**src/rtl/mem_ctrl_pkg.sv**
```systemverilog
// Shared types, constants and request-legality helper for the memory access controller.
// Sub-word (byte/halfword) support is enabled by defining MEM_SUBWORD_EN.
package mem_ctrl_pkg;

    localparam int WORD_BYTES = 4;
    localparam int WORD_BITS  = WORD_BYTES * 8;

    typedef enum logic [1:0] {
        BYTE = 2'b00,
        HALF = 2'b01,
        WORD = 2'b10,
        RSVD = 2'b11
    } mem_size_e;

    typedef enum logic [1:0] {
        IDLE,
        RD,
        WR,
        RESP
    } mem_state_e;

    // True when the access size cannot be honoured at this byte offset.
    function automatic logic misaligned(input mem_size_e size, input logic [1:0] addr_lo);
        logic bad;
        case (size)
            BYTE:    bad = 1'b0;
            HALF:    bad = addr_lo[0];
            WORD:    bad = |addr_lo;
            default: bad = 1'b1;
        endcase
        return bad;
    endfunction

endpackage

```
**src/rtl/mem_access_ctrl_lane.sv**
```systemverilog
// Byte-lane alignment: extracts and extends sub-word loads, merges sub-word stores.
// Instantiated by mem_access_ctrl only when MEM_SUBWORD_EN is defined.
module mem_lane_align
    import mem_ctrl_pkg::*;
(
    input  logic [31:0] word,
    input  logic [1:0]  addr_lo,
    input  logic [1:0]  size,
    input  logic        is_unsigned,
    input  logic [31:0] wdata,
    output logic [31:0] load_data,
    output logic [31:0] merged
);

    logic [4:0]           shamt;
    logic [WORD_BITS-1:0] shifted;
    logic [WORD_BITS-1:0] mask;
    logic                 sign;

    assign shamt = {addr_lo, 3'b000};

    // NOTE: every output of a combinational block gets a value on every path,
    // otherwise synthesis infers a latch to hold the old one.
    always_comb begin
        shifted   = word >> shamt;
        mask      = '1;
        sign      = 1'b0;
        load_data = word;
        case (mem_size_e'(size))
            BYTE: begin
                sign      = ~is_unsigned & shifted[7];
                load_data = {{24{sign}}, shifted[7:0]};
                mask      = 32'h0000_00FF << shamt;
            end
            HALF: begin
                sign      = ~is_unsigned & shifted[15];
                load_data = {{16{sign}}, shifted[15:0]};
                mask      = 32'h0000_FFFF << shamt;
            end
            default: ;
        endcase
        merged = (word & ~mask) | ((wdata << shamt) & mask);
    end

endmodule

```
**src/rtl/mem_access_ctrl.sv**
```systemverilog
// Load/store initiator for the edge-triggered single-port data memory.
// Define MEM_SUBWORD_EN to enable byte/halfword loads and read-modify-write stores.
module mem_access_ctrl
    import mem_ctrl_pkg::*;
#(
    parameter int MEM_WORDS = 1024
) (
    input  logic        clk,
    input  logic        rst_n,
    input  logic        req_valid,
    output logic        req_ready,
    input  logic        req_write,
    input  logic [1:0]  req_size,
    input  logic        req_unsigned,
    input  logic [31:0] req_addr,
    input  logic [31:0] req_wdata,
    output logic        resp_valid,
    input  logic        resp_ready,
    output logic [31:0] resp_rdata,
    output logic        resp_err,
    output logic [31:0] mem_addr,
    output logic [31:0] mem_wdata,
    output logic        mem_read,
    output logic        mem_write,
    input  logic [31:0] mem_rdata
);

    localparam logic [29:0] WORD_LIMIT = 30'(MEM_WORDS);

    mem_state_e state_q, state_d;
    mem_size_e  size_in;
    logic       accept;
    logic       req_err;

    assign size_in = mem_size_e'(req_size);
    assign accept  = req_valid && req_ready;

    always_comb begin
`ifdef MEM_SUBWORD_EN
        req_err = misaligned(size_in, req_addr[1:0]);
`else
        req_err = (size_in != WORD) || (req_addr[1:0] != 2'b00);
`endif
        if (req_addr[31:2] >= WORD_LIMIT) req_err = 1'b1;
    end

`ifdef MEM_SUBWORD_EN
    logic        write_q;
    logic        unsigned_q;
    logic [1:0]  size_q;
    logic [1:0]  addr_lo_q;
    logic [31:0] wdata_q;
    logic [31:0] load_data;
    logic [31:0] merged;

    mem_lane_align u_lane (
        .word        (mem_rdata),
        .addr_lo     (addr_lo_q),
        .size        (size_q),
        .is_unsigned (unsigned_q),
        .wdata       (wdata_q),
        .load_data   (load_data),
        .merged      (merged)
    );

    always_ff @(posedge clk or negedge rst_n) begin
        if (!rst_n) begin
            write_q    <= 1'b0;
            unsigned_q <= 1'b0;
            size_q     <= 2'b00;
            addr_lo_q  <= 2'b00;
            wdata_q    <= '0;
        end else if (accept) begin
            write_q    <= req_write;
            unsigned_q <= req_unsigned;
            size_q     <= req_size;
            addr_lo_q  <= req_addr[1:0];
            wdata_q    <= req_wdata;
        end
    end
`else
    logic unused_sub;
    assign unused_sub = req_unsigned;
`endif

    // NOTE: sequential state uses non-blocking assignments so every flop
    // samples pre-edge values regardless of process ordering.
    always_ff @(posedge clk or negedge rst_n) begin
        if (!rst_n) state_q <= IDLE;
        else        state_q <= state_d;
    end

    always_comb begin
        state_d = state_q;
        case (state_q)
            IDLE: begin
                if (accept) begin
                    if (req_err)             state_d = RESP;
                    else if (!req_write)     state_d = RD;
                    else if (size_in == WORD) state_d = WR;
                    else                     state_d = RD;
                end
            end
`ifdef MEM_SUBWORD_EN
            RD:      state_d = write_q ? WR : RESP;
`else
            RD:      state_d = RESP;
`endif
            WR:      state_d = RESP;
            RESP:    if (resp_ready) state_d = IDLE;
            default: state_d = IDLE;
        endcase
    end

    // Handshake flags and strobes are decoded from the next state into flops,
    // so the memory sees clean single-cycle pulses that reset clears at once.
    always_ff @(posedge clk or negedge rst_n) begin
        if (!rst_n) begin
            req_ready  <= 1'b0;
            resp_valid <= 1'b0;
            mem_read   <= 1'b0;
            mem_write  <= 1'b0;
        end else begin
            req_ready  <= (state_d == IDLE);
            resp_valid <= (state_d == RESP);
            mem_read   <= (state_d == RD);
            mem_write  <= (state_d == WR);
        end
    end

    always_ff @(posedge clk or negedge rst_n) begin
        if (!rst_n) begin
            mem_addr   <= '0;
            mem_wdata  <= '0;
            resp_rdata <= '0;
            resp_err   <= 1'b0;
        end else if (accept) begin
            mem_addr   <= {2'b00, req_addr[31:2]};
            mem_wdata  <= req_wdata;
            resp_rdata <= '0;
            resp_err   <= req_err;
        end else if (state_q == RD) begin
`ifdef MEM_SUBWORD_EN
            if (write_q) mem_wdata  <= merged;
            else         resp_rdata <= load_data;
`else
            resp_rdata <= mem_rdata;
`endif
        end
    end

endmodule

```
**config.mk**
```make
export PLATFORM = sky130hd
export DESIGN_NAME = mem_access_ctrl
export DESIGN_NICKNAME = d
export VERILOG_FILES = /design/src/rtl/mem_ctrl_pkg.sv /design/src/rtl/mem_access_ctrl_lane.sv /design/src/rtl/mem_access_ctrl.sv
export SDC_FILE = /design/constraint.sdc
export NUM_CORES = 1
export LEC_CHECK = 0
export CAP_MARGIN = 5
export CORE_ASPECT_RATIO = 1.1
export CORE_MARGIN = 1.5
export CORE_UTILIZATION = 36
export CTS_BUF_LIST = sky130_fd_sc_hd__clkbuf_16
export CTS_CLUSTER_DIAMETER = 50
export CTS_CLUSTER_SIZE = 24
export DETAILED_ROUTE_END_ITERATION = 7
export MAX_ROUTING_LAYER = met4
export PLACE_DENSITY = 0.8
export SKIP_CTS_REPAIR_TIMING = 1
export SYNTH_ARGS = -nofsm -noshare
export SYNTH_HDL_FRONTEND = slang
export SYNTH_HIERARCHICAL = 1
export SYNTH_SLANG_ARGS = --single-unit
```
**constraint.sdc**
```tcl
create_clock -name clk -period 1.5 [get_ports clk]
set_input_delay 0.225 -clock clk [delete_from_list [all_inputs] [get_ports clk]]
set_output_delay 0.225 -clock clk [all_outputs]
set_load 0.01 [all_outputs]
```
* Yosys cells after proc, flatten, opt, wreduce, memory -nomap -nowiden
Index checks and enable logic that the tools add are counted.
** Operators by class
- Multiplexer cells :: 9
- Equal/unequal tests :: 8
- Reductions and logical operators :: 7
- Magnitude comparators :: 1
** Operators by type and width (count)
- $mux W32 :: 2
- $ge A30 B11 Y1 const B :: 1
- $eq A2 B2 Y1 const B :: 5
- $mux W2 :: 5
- $pmux W2 S3 :: 1
- $eq A2 B1 Y1 const B :: 2
- $logic_not A2 Y1 :: 2
- $reduce_bool A2 Y1 :: 2
- $ne A2 B2 Y1 const B :: 1
- $reduce_or A2 Y1 :: 1
- $logic_and A1 B1 Y1 :: 1
- $logic_or A1 B1 Y1 :: 1
- $mux W1 :: 1
** Storage, ports and cells
- Register bits after elaboration :: 101
- Output and inout bits :: 101
- Word-level logic and storage cells :: 34

* Logic depth before layout (Yosys ltp)
- Depth in word-level cells :: 7
- Depth in mapped cells :: 7
- Gate-level depth less buffers :: 7

* Worst setup path after synthesis
No wires, ideal clock.
- Path kind :: reg-to-reg
- From :: register state_q[0]
- To :: register mem_write
- Buffers on the path :: 0
- Path slack :: 86 ps
- Period minus slack after synthesis :: 1414 ps
- Setup time :: 119 ps
- Stages on the path, launching flop included :: 6
- Arrival :: 1295 ps
- Cells stage by stage :: dfrtp_1 inv_1 ha_1 o32ai_1 a31oi_2 and2_1
** On the way
- Word-level cells in the longest chain between the ends :: 4
- Elaborated cells on any way between the ends :: 9
- Those cells by class :: eq/ne (4); mux (3); reduce/logical (2)
** RTL lines
- start, declared :: RTL line mem_access_ctrl.sv:30 : mem_state_e state_q, state_d;
- start signal, assigned :: RTL line mem_access_ctrl.sv:90 : else state_q <= state_d;
- $eq A2 B1 Y1 / $eq A2 B2 Y1 (equally long branches) :: RTL line mem_access_ctrl.sv:95 : case (state_q)
- $reduce_or A2 Y1 (no source line)
- $pmux W2 S3 * :: RTL line mem_access_ctrl.sv:95
- via state_d[1] :: RTL line mem_access_ctrl.sv:30
- $eq A2 B2 Y1 * :: RTL line mem_access_ctrl.sv:127 : mem_write <= (state_d == WR);
- end signal, assigned :: RTL line mem_access_ctrl.sv:127
- end, declared :: RTL line mem_access_ctrl.sv:24 : output logic mem_write,
Mark *: on every way through the listed nets, which the timed path passes. The rest lies on a longest branch.
A chain may end at the register's enable or synchronous reset.

* Final worst setup path
- From :: input req_addr[28]
- To :: register resp_valid
** On the way
- Word-level cells in the longest chain between the ends :: 6
** RTL lines
- start, declared :: RTL line mem_access_ctrl.sv:15 : input logic [31:0] req_addr,
- $ge A30 B11 Y1 :: RTL line mem_access_ctrl.sv:44 : if (req_addr[31:2] >= WORD_LIMIT) req_err = 1'b1;
- $mux W1 :: RTL line mem_access_ctrl.sv:44
- $mux W2 :: RTL line mem_access_ctrl.sv:98 : if (req_err) state_d = RESP;
- $mux W2 :: RTL line mem_access_ctrl.sv:97 : if (accept) begin
- $pmux W2 S3 :: RTL line mem_access_ctrl.sv:95
- via state_d[0] :: RTL line mem_access_ctrl.sv:30
- $eq A2 B2 Y1 :: RTL line mem_access_ctrl.sv:125 : resp_valid <= (state_d == RESP);
- end signal, assigned :: RTL line mem_access_ctrl.sv:125
- end, declared :: RTL line mem_access_ctrl.sv:17 : output logic resp_valid,
The timed path passes the listed nets, and every way through them passes these cells.

==> impl_metrics.yaml <==
logic_synthesis:
  ys_top_cells_by_area: "dfrtp_1, nand2_1, mux2i_1"
  syn_inst: 409
  yosysSeqAreaShare_pct: 63.03
  synth-seq-cells: 101
  synth_top_area_share_pct: 63.03
  syn_area_per_cell_um2: 9.805
  ys.warnings.count: 6
  yosysUniqueCellTypes: 25
  synthesis.area_mm2: 0.004010
  synth_area_leader_cell: "dfrtp_1"
detailed_routing:
  vias: 3571
  routedWlPerCell_um: 14.89
  first_pass_iters: 4
  post-route-drc-count: 0
  postRouteAntennaNets: 0
  drt_wl_total_mm: 11.48
  detail_route.vias_per_cell: 4.632
  drt_iter0_drc: 149
hold_path:
  hold_path.class: "input pin to register"
clock_network:
  clk_transition_reported_paths_ns: 0.07
  clock-sinks: 101
  clockRootBuffer: "clkbuf_16"
  cts_max_path_buffers: 2
  cts_tree: "yes"
  clock_latency_ns: 0.34
  cts-htree-levels: 3
  cts-buffers-inserted: 9
layout:
  final_util_pct: 63.23
  nFillCells: 917
  areaGrowthSynthToFinish_pct: 72.04
  final_cell_count_no_fill: 771
  antenna_cells: 0
  drive_gt1_share_pct: 8.333
  layout.nets: 726
timing:
  setup_tns_ns: -0.01562
  slew_viol_final: 0
  clock.fmax_mhz: 659.8
  skew_ns: 0.006380
  setup_slack_ns: -0.01562
  rsz0062_at_grt: "yes"
  whs_ns: 0.1407
  period_minus_slack_ns: 1.516
  hold_violations: 0
  setup_viol: 1
  period_share_pct: 101.0
global_routing:
  met1_usage_pct: 23.35
  grt_use_met3_pct: 4.914
  grt_busiest_layer: "met2"
  grt_pass1_wl_mm: 17.84
  grtUsageMet2_pct: 33.24
  grt_usage_pct: 19.72
  grt_overflow: 0
  antenna_found_initial: 0
  grt_max_degree: 50
  grt_pass1_vias: 3736
floorplan:
  ios: 205
  rows: 40
  die-height_um: 113.7
  core-area_mm2: 0.01091
  die_w_um: 103.6
  die_area_mm2: 0.01178
  initial_utilization_pct: 36.75
power:
  p_per_area_mw_per_mm2: 1913
  peakVddDrop_mv: 0.8816
  p_leak_nw: 4.008
setup_path:
  worstSetupPathType: "input pin to register"
  crit_buf_inv: 2
  max_stage_delay_ns: 0.43
  critPathTopFamily: "simple AND/OR/NAND/NOR gates"
  cp.required_ns: 1.74
  worstPathArrival_ns: 1.75
  worstSetupStartpointType: "input pin"
  crit_slowest_cell: "clkdlybuf4s50_1"
  cp_cell_sequence: "clkdlybuf4s50_1 -> nor4_1 -> nand2_1 -> nor3_2 -> o22a_2 -> inv_1 -> and2_1"
  cp_max_fo: 3
  worst_setup_path_end_kind: "register"
outcome:
  violations: "setup timing"
  status: "complete, but fails checks"
placement:
  dp_hpwl_mm: 8.272
  portBuffers: 201
  dp.cells: 752
  gp_congestion: 0.8043
flow_run:
  maxCapViolCount: 0
cell usage in the layout (no fill, tap or decap):
cell	instances
nand2_1	187
clkdlybuf4s50_1	128
dfrtp_1	100
dlymetal6s2s_1	72
nor2_1	37
mux2i_1	32
buf_4	14
clkbuf_16	9
buf_12	6
nor4_2	4
bufinv_16	3
inv_2	2
nor3_2	2
inv_1	2
and2_1	2
conb_1	2
clkinv_4	2
and2_4	1
o21ai_0	1
nand4_1	1
nor4_1	1
nand4b_1	1
nor2b_1	1
a21oi_1	1
o22a_2	1
nand3b_1	1
nand2_2	1
nor2_2	1
a21oi_2	1
o32ai_2	1
a31oi_2	1
ha_4	1
ha_2	1
ha_1	1
clkinv_1	1
dlygate4sd3_1	1
dfrtp_2	1
area by class of cell:
type / count / area, um^2 / area share (%)
clock buffer: 9 / 225.2 / 3.264
clock inverter: 7 / 115.1 / 1.668
tap: 147 / 183.9 / 2.666
inverter: 3 / 11.26 / 0.1632
sequential: 101 / 2529 / 36.65
timing repair buffer: 221 / 2417 / 35.04
multi-input combinational: 283 / 1418 / 20.55
cells in the mapped netlist (all sizes together):
master and count:
a21oi 2, a31oi 1, and2 3, buf 12, clkbuf 11, conb 1
dfrtp 101, ha 3, inv 3, mux2i 32, nand2 188, nand3b 1
nand4 1, nand4b 1, nor2 38, nor2b 1, nor3 2, nor4 5
o21ai 1, o22a 1, o32ai 1
worst register-to-register path, stage by stage (launching register included):
cell and delay (ns):
dfrtp_1 0.40, inv_2 0.08, ha_4 0.28, nor2_2 0.04, a21oi_2 0.10, o32ai_2 0.08, a31oi_2 0.26, and2_1 0.17
logic make-up after synthesis:
kind of cell    share of synthesized area, %
simple gates                           23.96
compound gates                         1.154
other cells                          0.09351
flops                                  63.03
mux                                    7.988
buf+inv                                2.839
fa+ha+maj                             0.9361
state kept, by name, indices dropped and copies added (netlist names):
register	count
mem_write	1
mem_wdata	32
req_ready	1
resp_rdata	32
state_q	2
mem_read	1
resp_valid	1
resp_err	1
mem_addr	30
where the power goes:
part	total, W	switching, W	internal (W)
combinational	0.00595	0.00274	0.00320
sequential	0.00461	0.000651	0.00396
clock	0.00264	0.00101	0.00163
total	0.0132	0.00441	0.00879
metrics by stage:
step / total power, W / cell area (um^2) / setup WS (ns)
2_1_floorplan: 0.007200 / 4014 / 0.08589
3_3_place_gp: 0.01043 / 6315 / -0.4670
3_5_place_dp: 0.01067 / 6315 / -0.5487
4_1_cts: 0.01335 / 6655 / -0.1894
5_1_grt: 0.01407 / 6899 / -0.08150
6_report: 0.01320 / 6899 / -0.01562
final timing paths:
path / start / slack, ns / end / cells after the start
hold reg to reg: mem_wdata[2] / 0.47 / mem_wdata[2] / 2
min in group asynchronous: rst_n / 0.35 / resp_rdata[13] / 2
max in group asynchronous: rst_n / 0.62 / mem_wdata[18] / 3
setup reg to reg: state_q[1] / 0.02 / mem_write / 7
hold / removal: req_addr[30] / 0.14 / mem_addr[28] / 3
setup / recovery: req_addr[28] / -0.02 / resp_valid / 7
layer usage:
metal | wire, um | part of all wire, % | vias to the layer above
li1 | - | - | 1696
met1 | 4747 | 41 | 1712
met2 | 5934 | 52 | 140
met3 | 577 | 5.0 | 23
met4 | 225 | 2.0 | 0
met5 | 0 | 0 | -
(Power assumes the default switching activity.)
